<file path="config.mk">
export PLATFORM = sky130hd
export DESIGN_NAME = spi_frame_responder
export DESIGN_NICKNAME = d
export VERILOG_FILES = /design/src/rtl/spi_frame_responder.sv
export SDC_FILE = /design/constraint.sdc
export NUM_CORES = 1
export LEC_CHECK = 0
export CAP_MARGIN = 20
export CORE_ASPECT_RATIO = 2
export CORE_MARGIN = 2
export CORE_UTILIZATION = 57
export DETAILED_ROUTE_END_ITERATION = 8
export PLACE_DENSITY = 0.95
export SLEW_MARGIN = 20
export SYNTH_ARGS = -nofsm -noshare
export SYNTH_HDL_FRONTEND = slang
export SYNTH_SLANG_ARGS = --single-unit
</file>
<file path="constraint.sdc">
create_clock -name clock -period 4.4 [get_ports clock]
set_clock_uncertainty 0.05 [all_clocks]
set_input_delay 0.88 -clock clock [delete_from_list [all_inputs] [get_ports clock]]
set_output_delay 0.88 -clock clock [all_outputs]
set_load 0.1 [all_outputs]
</file>
<file path="src/rtl/spi_frame_responder.sv">
// Motor-board end of the 12-word myo SPI frame, sitting behind a word-level SPI slave core.
// Decodes command words, serves a frame-coherent status snapshot, commits commands at frame end.
module spi_frame_responder #(
  parameter logic [15:0] SOF_WORD        = 16'h8000,
  parameter logic [15:0] TX_IDLE_WORD    = 16'h0000,
  parameter int unsigned WATCHDOG_CYCLES = 50_000_000
) (
  input  logic        clock,
  input  logic        reset_n,
  input  logic        ss_n,
  input  logic        rx_valid,
  input  logic [15:0] rx_word,
  input  logic        tx_req,
  output logic [15:0] tx_word,
  output logic        tx_load,
  input  logic [31:0] position,
  input  logic [15:0] velocity,
  input  logic [15:0] current,
  input  logic [15:0] spring_displacement,
  input  logic [15:0] sensor1,
  input  logic [15:0] sensor2,
  output logic [15:0] pwm_ref,
  output logic [15:0] control_flags1,
  output logic [15:0] control_flags2,
  output logic        frame_valid,
  output logic        frame_error,
  output logic        watchdog_expired,
  output logic [15:0] frame_count
);

  typedef enum logic [2:0] {
    S_IDLE,
    S_WAIT_SOF,
    S_CMD,
    S_STATUS,
    S_FULL,
    S_BAD
  } state_t;

  localparam logic [31:0] WD_LIMIT   = 32'(WATCHDOG_CYCLES);
  localparam logic [3:0]  RX_CNT_MAX = 4'd13;
  localparam logic [3:0]  TX_IDX_MAX = 4'd15;

  state_t      state, state_eff, state_rx, state_nx;
  logic        ss_n_q, ss_fall, ss_rise;
  logic [3:0]  rx_cnt, rx_cnt_inc, tx_idx;
  logic [31:0] snap_position;
  logic [15:0] snap_velocity, snap_current, snap_spring, snap_sensor1, snap_sensor2;
  logic [15:0] sh_pwm, sh_f1, sh_f2;
  logic        ld_pwm, ld_f1, ld_f2, commit, reject;
  logic [31:0] wd_cnt, wd_nx;
  logic        wd_hit;
  logic [15:0] tx_sel;

  assign ss_fall    = ~ss_n & ss_n_q;
  assign ss_rise    = ss_n & ~ss_n_q;
  assign rx_cnt_inc = (rx_valid && rx_cnt != RX_CNT_MAX) ? rx_cnt + 4'd1 : rx_cnt;

  // ss_n_q resets low so a select already active at reset release is never treated as a frame start
  always_ff @(posedge clock or negedge reset_n) begin
    if (!reset_n) begin
      ss_n_q        <= 1'b0;
      snap_position <= '0;
      snap_velocity <= '0;
      snap_current  <= '0;
      snap_spring   <= '0;
      snap_sensor1  <= '0;
      snap_sensor2  <= '0;
    end else begin
      ss_n_q <= ss_n;
      if (ss_n) begin
        snap_position <= position;
        snap_velocity <= velocity;
        snap_current  <= current;
        snap_spring   <= spring_displacement;
        snap_sensor1  <= sensor1;
        snap_sensor2  <= sensor2;
      end
    end
  end

  always_comb begin
    tx_sel = TX_IDLE_WORD;
    case (tx_idx)
      4'd5:    tx_sel = snap_position[31:16];
      4'd6:    tx_sel = snap_position[15:0];
      4'd7:    tx_sel = snap_velocity;
      4'd8:    tx_sel = snap_current;
      4'd9:    tx_sel = snap_spring;
      4'd10:   tx_sel = snap_sensor1;
      4'd11:   tx_sel = snap_sensor2;
      default: tx_sel = TX_IDLE_WORD;
    endcase
  end

  always_ff @(posedge clock or negedge reset_n) begin
    if (!reset_n) begin
      tx_idx  <= '0;
      tx_word <= '0;
      tx_load <= 1'b0;
      rx_cnt  <= '0;
    end else begin
      tx_load <= tx_req;
      if (tx_req) tx_word <= tx_sel;
      if (ss_n) tx_idx <= '0;
      else if (tx_req && tx_idx != TX_IDX_MAX) tx_idx <= tx_idx + 4'd1;
      rx_cnt <= ss_n ? '0 : rx_cnt_inc;
    end
  end

  always_ff @(posedge clock or negedge reset_n) begin
    if (!reset_n) state <= S_IDLE;
    else          state <= state_nx;
  end

  // A word arriving with the falling or rising select edge is decoded first,
  // so frame-end evaluation always sees it.
  always_comb begin
    ld_pwm    = 1'b0;
    ld_f1     = 1'b0;
    ld_f2     = 1'b0;
    commit    = 1'b0;
    reject    = 1'b0;
    state_eff = (state == S_IDLE && ss_fall) ? S_WAIT_SOF : state;
    state_rx  = state_eff;
    if (rx_valid) begin
      case (state_eff)
        S_WAIT_SOF: state_rx = (rx_word == SOF_WORD) ? S_CMD : S_BAD;
        S_CMD: begin
          if (rx_word[15]) begin
            state_rx = S_BAD;
          end else begin
            ld_pwm = (rx_cnt == 4'd1);
            ld_f1  = (rx_cnt == 4'd2);
            ld_f2  = (rx_cnt == 4'd3);
            if (rx_cnt == 4'd4) state_rx = S_STATUS;
          end
        end
        S_STATUS: if (rx_cnt == 4'd11) state_rx = S_FULL;
        S_FULL:   state_rx = S_BAD;
        default:  state_rx = state_eff;
      endcase
    end
    state_nx = state_rx;
    if (ss_rise) begin
      if (state_rx == S_FULL) commit = 1'b1;
      else if (state_rx != S_IDLE && rx_cnt_inc != '0) reject = 1'b1;
      state_nx = S_IDLE;
    end
  end

  always_ff @(posedge clock or negedge reset_n) begin
    if (!reset_n) begin
      sh_pwm <= '0;
      sh_f1  <= '0;
      sh_f2  <= '0;
    end else begin
      if (ld_pwm) sh_pwm <= {rx_word[14], rx_word[14:0]};
      if (ld_f1)  sh_f1  <= rx_word;
      if (ld_f2)  sh_f2  <= rx_word;
    end
  end

  always_comb begin
    wd_nx = wd_cnt;
    if (commit) wd_nx = '0;
    else if (wd_cnt < WD_LIMIT) wd_nx = wd_cnt + 32'd1;
  end

  assign wd_hit = (WD_LIMIT != '0) && !commit && (wd_nx == WD_LIMIT);

  always_ff @(posedge clock or negedge reset_n) begin
    if (!reset_n) begin
      wd_cnt           <= '0;
      pwm_ref          <= '0;
      control_flags1   <= '0;
      control_flags2   <= '0;
      frame_valid      <= 1'b0;
      frame_error      <= 1'b0;
      watchdog_expired <= 1'b0;
      frame_count      <= '0;
    end else begin
      wd_cnt      <= wd_nx;
      frame_valid <= commit;
      frame_error <= reject;
      if (commit) begin
        pwm_ref          <= sh_pwm;
        control_flags1   <= sh_f1;
        control_flags2   <= sh_f2;
        frame_count      <= frame_count + 16'd1;
        watchdog_expired <= 1'b0;
      end else if (wd_hit) begin
        pwm_ref          <= '0;
        watchdog_expired <= 1'b1;
      end
    end
  end

endmodule

</file>
==> results.cfg, run 1 <==
[status]
status = complete, no violations

[synthesis]
synth_seq_cells = 286
synth_nets = 1104
synth_top_cell_by_area = dfrtp_1
syn_area_um2 = 12400
synth_most_common_cell = dfrtp_1
synth_cells = 961
synth_seq_area_share_pct = 57.8
yosys.area.top_type_share_pct = 57.8
synth_common_cells = dfrtp_1, mux2_2, nor2_1
syn_area_per_cell_um2 = 12.9
ys.flop_type = dfrtp_1
ys_types = 62
async_flop_share_pct = 100
synthTopCellsByArea = dfrtp_1, mux2_2, nor2_1
yosys_warnings = 0
synth_edf_count = 0

[final_layout]
area_delta_synth_final_pct = 25.6
fin_area_um2 = 15600
diodes = 0
drive_above_1_share_pct = 21.7
nFillCells = 1363
nNetsFinal = 1301

[clock_network]
post-cts-setup-buffers = 0
htreeDepth = 1
ctsRootBufferMaster = clkbuf_16
path_clk_slew_ns = 0.07
cts_resized = 0
clock_sinks = 286
clockBufferDepth = 3
cts_tree = built
ctsHoldBuffers = 0
clk_latency_ns = 0.54
cts_buffers = 25

[flow_run]
max_cap_violations = 0

[setup_path]
endpoint_kind = flip-flop
arrival_ns = 4.02
regToRegEndpoint = pwm_ref[8]
rr_startpoint = wd_cnt[9]
worstRegToRegCells = 9
crit_type = in2reg
r2r_slack_ns = 0.88
crit_required_ns = 4.78
start_kind = input pin
path_max_fanout = 90

[drt]
antenna_left = 0
vias = 8850
routedWlPerCell_um = 22.2
finalWirelength_mm = 32.1
drtIter0Drc = 531
first_pass_iters = 6
route.detailed.drc = 0
viasPerCell = 6.12

[timing]
slew_headroom_pct = 24.9
holdWs_ns = 0.316
tightest_slew_ns = 1.12
timing.fmax_ghz = 0.275
hold_viol_final = 0
tns_ns = 0
min_period_ns = 3.63
rsz0062_at_grt = false
finalCritPeriodShare_pct = 82.6
setup_violations = 0
slew_violations = 0

[grt]
grt_max_degree = 92
gr-total-overflow = 0
groute.usage.overall_pct = 28.6
antenna_found_initial = 0
grt_pass1_wl_mm = 50.7
grt_pass1_vias = 9618

[floorplanning]
core_area_um2 = 21500
rows = 76
die_h_um = 213
die_w_um = 108
ios = 217
fp.dieArea_um2 = 23000
start_util_pct = 57.7

[placement]
port_buffers = 216
post_dp_cell_area_um2 = 14800
routabilityCongestion = 0.950
hpwl_mm = 22.4

[power]
p_leak_nw = 6.66
powerDensity_nw_per_um2 = 522
ir_drop_mv = 0.417

[hold_path]
worstHoldPathType = in2async
final cells by class:
type                            instances  area [µm²]  area share [%]
Timing Repair Buffer                  227        2280            14.6
Clock buffer                           32         682            4.38
Tap cell                              273         342            2.19
Sequential cell                       286        7160            46.0
Multi-Input combinational cell        606        4970            31.9
Clock inverter                         11         101           0.651
Inverter                               12        45.0           0.289
worst max-delay path: stages:
cell and delay [ns]:
clkdlybuf4s50_1 0.48, nor4_1 0.62, nand4_1 0.22, nand2b_1 0.13
a32oi_1 0.17, a211oi_4 0.30, buf_12 0.43, and4_1 0.36
nand3_1 0.15, xnor2_1 0.26
per-layer routing:
layer / GRT usage, % / routed length, µm / vias up
li1: - / - / 3898
met1: 30.8 / 10900 / 4457
met2: 51.7 / 17600 / 374
met3: 5.40 / 1880 / 121
met4: 16.0 / 1720 / 0
met5: 0 / 0 / -
flip-flops by register name (all words and copies together) (netlist names):
name / count
sh_f2: 16
snap_position: 32
wd_cnt: 32
ss_n_q: 1
frame_valid: 1
snap_sensor2: 16
tx_load: 1
pwm_ref: 15
snap_velocity: 16
tx_word: 16
frame_count: 16
watchdog_expired: 1
tx_idx: 4
control_flags1: 16
frame_error: 1
sh_f1: 16
snap_sensor1: 16
rx_cnt: 4
control_flags2: 16
state: 3
snap_spring: 16
snap_current: 16
sh_pwm: 15
cells by family (layout without fill, tap and decap cells):
kind of cell / after synthesis / in the layout / synth area share, %
AO/OA/AOI/OAI: 119 / 119 / 7.44
XOR/XNOR: 47 / 47 / 3.32
adder cells (fa/ha/maj): 10 / 10 / 1.01
buffers and inverters: 69 / 282 / 2.27
flip-flops: 286 / 286 / 57.8
multiplexers: 207 / 207 / 18.6
AND/OR/NAND/NOR: 223 / 223 / 9.56
report_power, final:
part / switching [mW] / internal [mW]
clock network: 0.984 / 1.16
logic: 1.62 / 0.849
registers: 0.453 / 3.06
worst max-delay path by stage:
| stage | startpoint | end | depth (start not counted) | slack (ns) |
|---|---|---|---|---|
| 6_report | rx_word[11] | frame_count[10] | 10 | 0.77 |
| 5_1_grt | rx_word[9] | frame_count[10] | 10 | 0.73 |
| 4_1_cts | rx_word[11] | pwm_ref[8] | 9 | 0.87 |
| 3_5_place_dp | rx_word[11] | pwm_ref[8] | 9 | 0.34 |
| 3_3_place_gp | rx_word[6] | pwm_ref[9] | 9 | 0.46 |
| 2_1_floorplan | ss_n | frame_count[6] | 9 | 1.21 |
metrics by stage:
step	std cells	utilization, %	setup WS, ns	power (mW)
after global placement	1404	68.8	0.461	5.90
after global routing	1447	72.4	0.734	8.45
after floorplan	961	-	1.21	5.23
after CTS	1447	72.4	0.874	8.15
final	1447	72.4	0.768	8.13
after detailed placement	1404	68.8	0.340	6.00
cells in the final DEF, fill, tap and decap left out, types with 15 or more instances in the layout:
cell / n
mux2i_1: 17
nor2b_1: 15
a222oi_1: 16
nand3_1: 22
nor2_1: 75
dfrtp_1: 286
xor2_1: 16
clkdlybuf4s50_1: 214
xnor2_1: 31
a41oi_1: 16
mux2_2: 190
clkbuf_16: 25
nand2_1: 29
a22oi_1: 32
No activity file was read; power rests on OpenSTA's default activity.
==> run 2: changes to the inputs <==
- CORE_UTILIZATION: 57 -> 53
- PLACE_DENSITY: 0.95 -> 0.91
- clock period: 4.4 -> 3.6 ns (I/O delays scaled with it)
==> results.cfg, run 2 (synthesis gave the netlist of run 1 again) <==
[drt]
finalWirelength_mm = 31.2
drtIter0Drc = 406
vias = 8856
routedWlPerCell_um = 21.0
antenna_left = 0
route.detailed.drc = 0
viasPerCell = 5.96
first_pass_iters = 5

[timing]
rsz0062_at_grt = false
tns_ns = 0
hold_viol_final = 0
slew_violations = 0
tightest_slew_ns = 1.01
finalCritPeriodShare_pct = 87.8
worst_slack_ns = 0.440
min_period_ns = 3.16
holdWs_ns = 0.154
timing.fmax_ghz = 0.316
setup_violations = 0
slew_headroom_pct = 32.2

[clock_network]
cts_resized = 0
clockBufferDepth = 3
ctsRootBufferMaster = clkbuf_16
htreeDepth = 1
path_clk_slew_ns = 0.07
ctsHoldBuffers = 0
cts_tree = built
clk_latency_ns = 0.55
post-cts-setup-buffers = 0
clock_sinks = 286
cts_buffers = 25

[final_layout]
instances_no_fill = 1485
post-route-util_pct = 68.5
layout.area.seq_um2 = 7160
drive_above_1_share_pct = 24.2
reg_top3 = snap_position x32, wd_cnt x32
fin_area_um2 = 15800
diodes = 0
layout_common_cells = dfrtp_1, clkdlybuf4s50_1, mux2_2, nor2_1, buf_4
area_delta_synth_final_pct = 27.8
nFillCells = 1594
multi_input_area_um2 = 4970
final_common_cell = dfrtp_1
nNetsFinal = 1327

[setup_path]
endpoint_kind = flip-flop
crit_type = reg2reg
start_kind = flip-flop
path_max_fanout = 7
arrival_ns = 3.57
crit_required_ns = 4.01

[floorplanning]
die_w_um = 112
ios = 217
fp.dieArea_um2 = 24700
core_area_um2 = 23100
rows = 79
die_h_um = 220
start_util_pct = 53.6

[flow_run]
max_cap_violations = 0

[placement]
hpwl_mm = 22.4
placed_cells = 1440
pre_cts_slack_ns = 0.0280
post_dp_cell_area_um2 = 15000
port_buffers = 216
routabilityCongestion = 0.903

[power]
power_frac_comb_pct = 30.5
ir_drop_mv = 0.702
power_switching_mw = 3.71
powerDensity_nw_per_um2 = 635
p_clk_share_pct = 27.3
p_leak_nw = 6.85
p_int_mw = 6.35
switching_share_pct = 36.9
seq_power_share_pct = 42.2
power_mw = 10.1

[grt]
grt_pass1_wl_mm = 49.8
grt_pass1_vias = 9619
grt_max_degree = 91
gr-total-overflow = 0
groute.usage.overall_pct = 25.3
antenna_found_initial = 0

[hold_path]
worstHoldPathType = in2async

[status]
status = complete, no violations
run 2: critical path: stages, from the launching register on:
cell,delay (ns)
dfrtp_1,0.50
nor4_2,0.09
a211oi_1,0.61
o21ai_1,0.25
and4_1,0.30
xnor2_1,0.16
or4_4,0.57
nor4_4,0.24
buf_4,0.19
o21bai_1,0.11
run 2: routing by layer:
metal / routed length, µm / GRT usage [%] / vias up
li1: - / - / 3960
met1: 10600 / 26.3 / 4451
met3: 1740 / 4.55 / 98
met2: 17300 / 48.0 / 347
met4: 1530 / 13.3 / 0
met5: 0 / 0 / -
run 2: path summary, 6_finish.rpt:
check                                     from  depth (start not counted)  slack (ns)               end
worst max register to register       wd_cnt[9]                          9        0.44  watchdog_expired
worst max-delay path                 wd_cnt[9]                          9        0.44  watchdog_expired
worst min-delay path                   reset_n                          1        0.15          sh_f2[5]
min in group clock              frame_count[5]                          1        0.44    frame_count[5]
worst min register to register  frame_count[5]                          1        0.44    frame_count[5]
max in group asynchronous              reset_n                          2        2.47  snap_velocity[7]
run 2: power by group through the flow:
stage          logic [mW]  clock network [mW]  registers [mW]
2_1_floorplan        1.16                   0            5.23
3_3_place_gp         3.00                   0            4.26
3_5_place_dp         3.08                   0            4.29
4_1_cts              3.09                2.82            4.24
5_1_grt              3.25                2.93            4.31
6_report             3.07                2.74            4.25
run 2: final cells by class:
cell class / instances / share of cell area (%)
Sequential cell: 286 / 45.2
Inverter: 12 / 0.284
Timing Repair Buffer: 253 / 15.6
Tap cell: 283 / 2.24
Clock inverter: 12 / 0.917
Clock buffer: 33 / 4.39
Multi-Input combinational cell: 606 / 31.4
==> run 3: changes to the inputs <==
- ABC_AREA: unset -> 1
- CORE_MARGIN: 2 -> 5
- CORE_UTILIZATION: 53 -> 54
- PLACE_DENSITY: 0.91 -> 0.92
==> results.cfg, run 3 <==
[floorplanning]
ios = 217
start_util_pct = 54.6
rows = 80
core_area_um2 = 23800
die_w_um = 120
die_h_um = 230
fp.dieArea_um2 = 27500

[power]
seq_power_share_pct = 36.7
switching_share_pct = 42.0
power_switching_mw = 4.97
ir_drop_mv = 0.365
powerDensity_nw_per_um2 = 726
p_clk_share_pct = 25.1
p_int_mw = 6.86
p_leak_nw = 8.01
power_frac_comb_pct = 38.2

[synthesis]
synth_seq_area_share_pct = 55.0
ys_types = 41
synth_common_cells = nand2_1, dfrtp_1, inv_1
syn_area_um2 = 13000
synth_edf_count = 0
synth_most_common_cell = nand2_1
yosys_warnings = 0
synthTopCellsByArea = dfrtp_1, nand2_1, o21ai_0
synth_top_cell_by_area = dfrtp_1
synth_nets = 1712
async_flop_share_pct = 100
syn_area_per_cell_um2 = 8.30
ys.flop_type = dfrtp_1
synth_cells = 1569
yosys.area.top_type_share_pct = 55.0
synth_seq_cells = 286

[hold_path]
worstHoldPathType = in2async

[timing]
finalCritPeriodShare_pct = 87.8
timing.fmax_ghz = 0.316
tightest_slew_ns = 1.02
slew_violations = 0
tns_ns = 0
min_period_ns = 3.16
setup_violations = 0
rsz0062_at_grt = false
slew_headroom_pct = 32.0
hold_viol_final = 0

[setup_path]
critPathBufInv = 0
start_kind = flip-flop
crit_type = reg2reg
crit_required_ns = 3.98
arrival_ns = 3.54
path_cells = ha_1 -> nand3_1 -> nor2_1 -> nand3_1 -> xor2_1 -> nand2_2 -> o21ai_2 -> nor3_2 -> nand3_2 -> nor2_4 -> nand2_4 -> nand3_1 -> nand2_1
crit_path_frequent_cell = nand3_1
endpoint_kind = flip-flop
crit_start = wd_cnt[1]
path_max_fanout = 16
rr_startpoint = wd_cnt[1]
max_stage_delay_ns = 0.44
cp_top_family = simple AND/OR/NAND/NOR gates
crit_slowest_cell = dfrtp_1

[drt]
viasPerCell = 5.51
highest_layer = met4
drtIter0Drc = 740
route.detailed.drc = 0
antenna_left = 0
wl_met2_mm = 20.6
finalWirelength_mm = 38.4
routedWlPerCell_um = 18.6
wl_met3_mm = 2.16
vias = 11400
drt-met1-wl_mm = 12.2
first_pass_iters = 8

[grt]
grt_max_degree = 121
antenna_found_initial = 0
grt_pass1_wl_mm = 60.9
gr-total-overflow = 0
grt_pass1_vias = 12000
groute.usage.overall_pct = 28.1

[clock_network]
cts_resized = 0
ctsRootBufferMaster = clkbuf_16
ctsHoldBuffers = 0
clockBufferDepth = 3
htreeDepth = 1
cts_buffers = 25
clock_sinks = 286
clk_latency_ns = 0.54
post-cts-setup-buffers = 0
cts_tree = built
path_clk_slew_ns = 0.07

[placement]
hpwl_mm = 27.8
port_buffers = 216
post_dp_cell_area_um2 = 15400
routabilityCongestion = 0.965

[final_layout]
reg_top3 = snap_position x32, wd_cnt x32
final_common_cell = nand2_1
drive_above_1_share_pct = 7.29
layout_common_cells = nand2_1, dfrtp_1, clkdlybuf4s50_1, inv_1, o21ai_0
fin_area_um2 = 16300
area_delta_synth_final_pct = 25.2
nNetsFinal = 1908
diodes = 0
nFillCells = 1692

[status]
status = complete, no violations

[flow_run]
max_cap_violations = 0
-- run 3: cell types whose count changed in the layout (fill, tap and decap cells not counted), sizes merged, moves of 15 or more --
cell,delta
nand2,+509
nor2b,-15
nor2,+55
a41oi,-16
a22oi,-32
mux2i,-17
o22ai,+33
mux2,-190
xnor2,-16
inv,+170
a222oi,-16
o21ai,+164
nand3,+32
-- run 3: final cells by class --
class,instances,area (µm²),share of cell area [%]
clock buffer,34,729,4.48
tap,287,359,2.20
clock inverter,11,188,1.15
multi-input combinational,1035,4870,29.9
sequential,286,7160,43.9
inverter,183,688,4.22
timing repair buffer,234,2300,14.1
-- run 3: cells by family (layout without fill, tap and decap cells) --
| logic type | Yosys count | in the layout | share of synthesized area [%] |
|---|---|---|---|
| XOR/XNOR | 33 | 33 | 2.22 |
| buffers and inverters | 248 | 462 | 7.58 |
| flip-flops | 286 | 286 | 55.0 |
| adder cells (fa/ha/maj) | 10 | 10 | 0.961 |
| AO/OA/AOI/OAI | 245 | 245 | 10.4 |
| AND/OR/NAND/NOR | 747 | 747 | 23.9 |
-- run 3: worst paths after layout --
check | endpoint | slack, ns | depth (start not counted)
setup / recovery | pwm_ref[2] | 0.44 | 13
hold / removal | frame_valid | 0.07 | 1
setup reg to reg | pwm_ref[2] | 0.44 | 13
hold reg to reg | control_flags2[2] | 0.42 | 2
max in group asynchronous | sh_f1[1] | 2.40 | 2
min in group clock | ss_n_q | 0.27 | 1
-- run 3: per-stage QoR --
stage	utilization [%]	std cells	setup WS, ns	total power [mW]	hold WS [ns]
6_report	68.4	2070	0.438	11.8	0.0709
5_1_grt	68.4	2070	0.342	12.4	0.147
4_1_cts	68.4	2070	0.517	11.9	0.121
3_5_place_dp	64.6	2025	0.450	8.85	0.406
3_3_place_gp	64.6	2025	0.529	8.70	0.401
2_1_floorplan	-	1569	1.05	7.61	0.374
-- run 3: per-layer routing --
layer  GRT usage [%]  up-vias
met4            21.5        0
met2            51.7      528
met5               0        -
li1                -     5302
met3            4.15      187
met1            27.6     5393
-- run 3: power by group through the flow --
stage               sequential [mW]  clock, mW  combinational, mW
global route                   4.41       3.13               4.85
floorplan                      5.75          0               1.85
detailed placement             4.37          0               4.48
CTS                            4.33       3.00               4.52
global placement               4.33          0               4.37
finish                         4.34       2.98               4.52
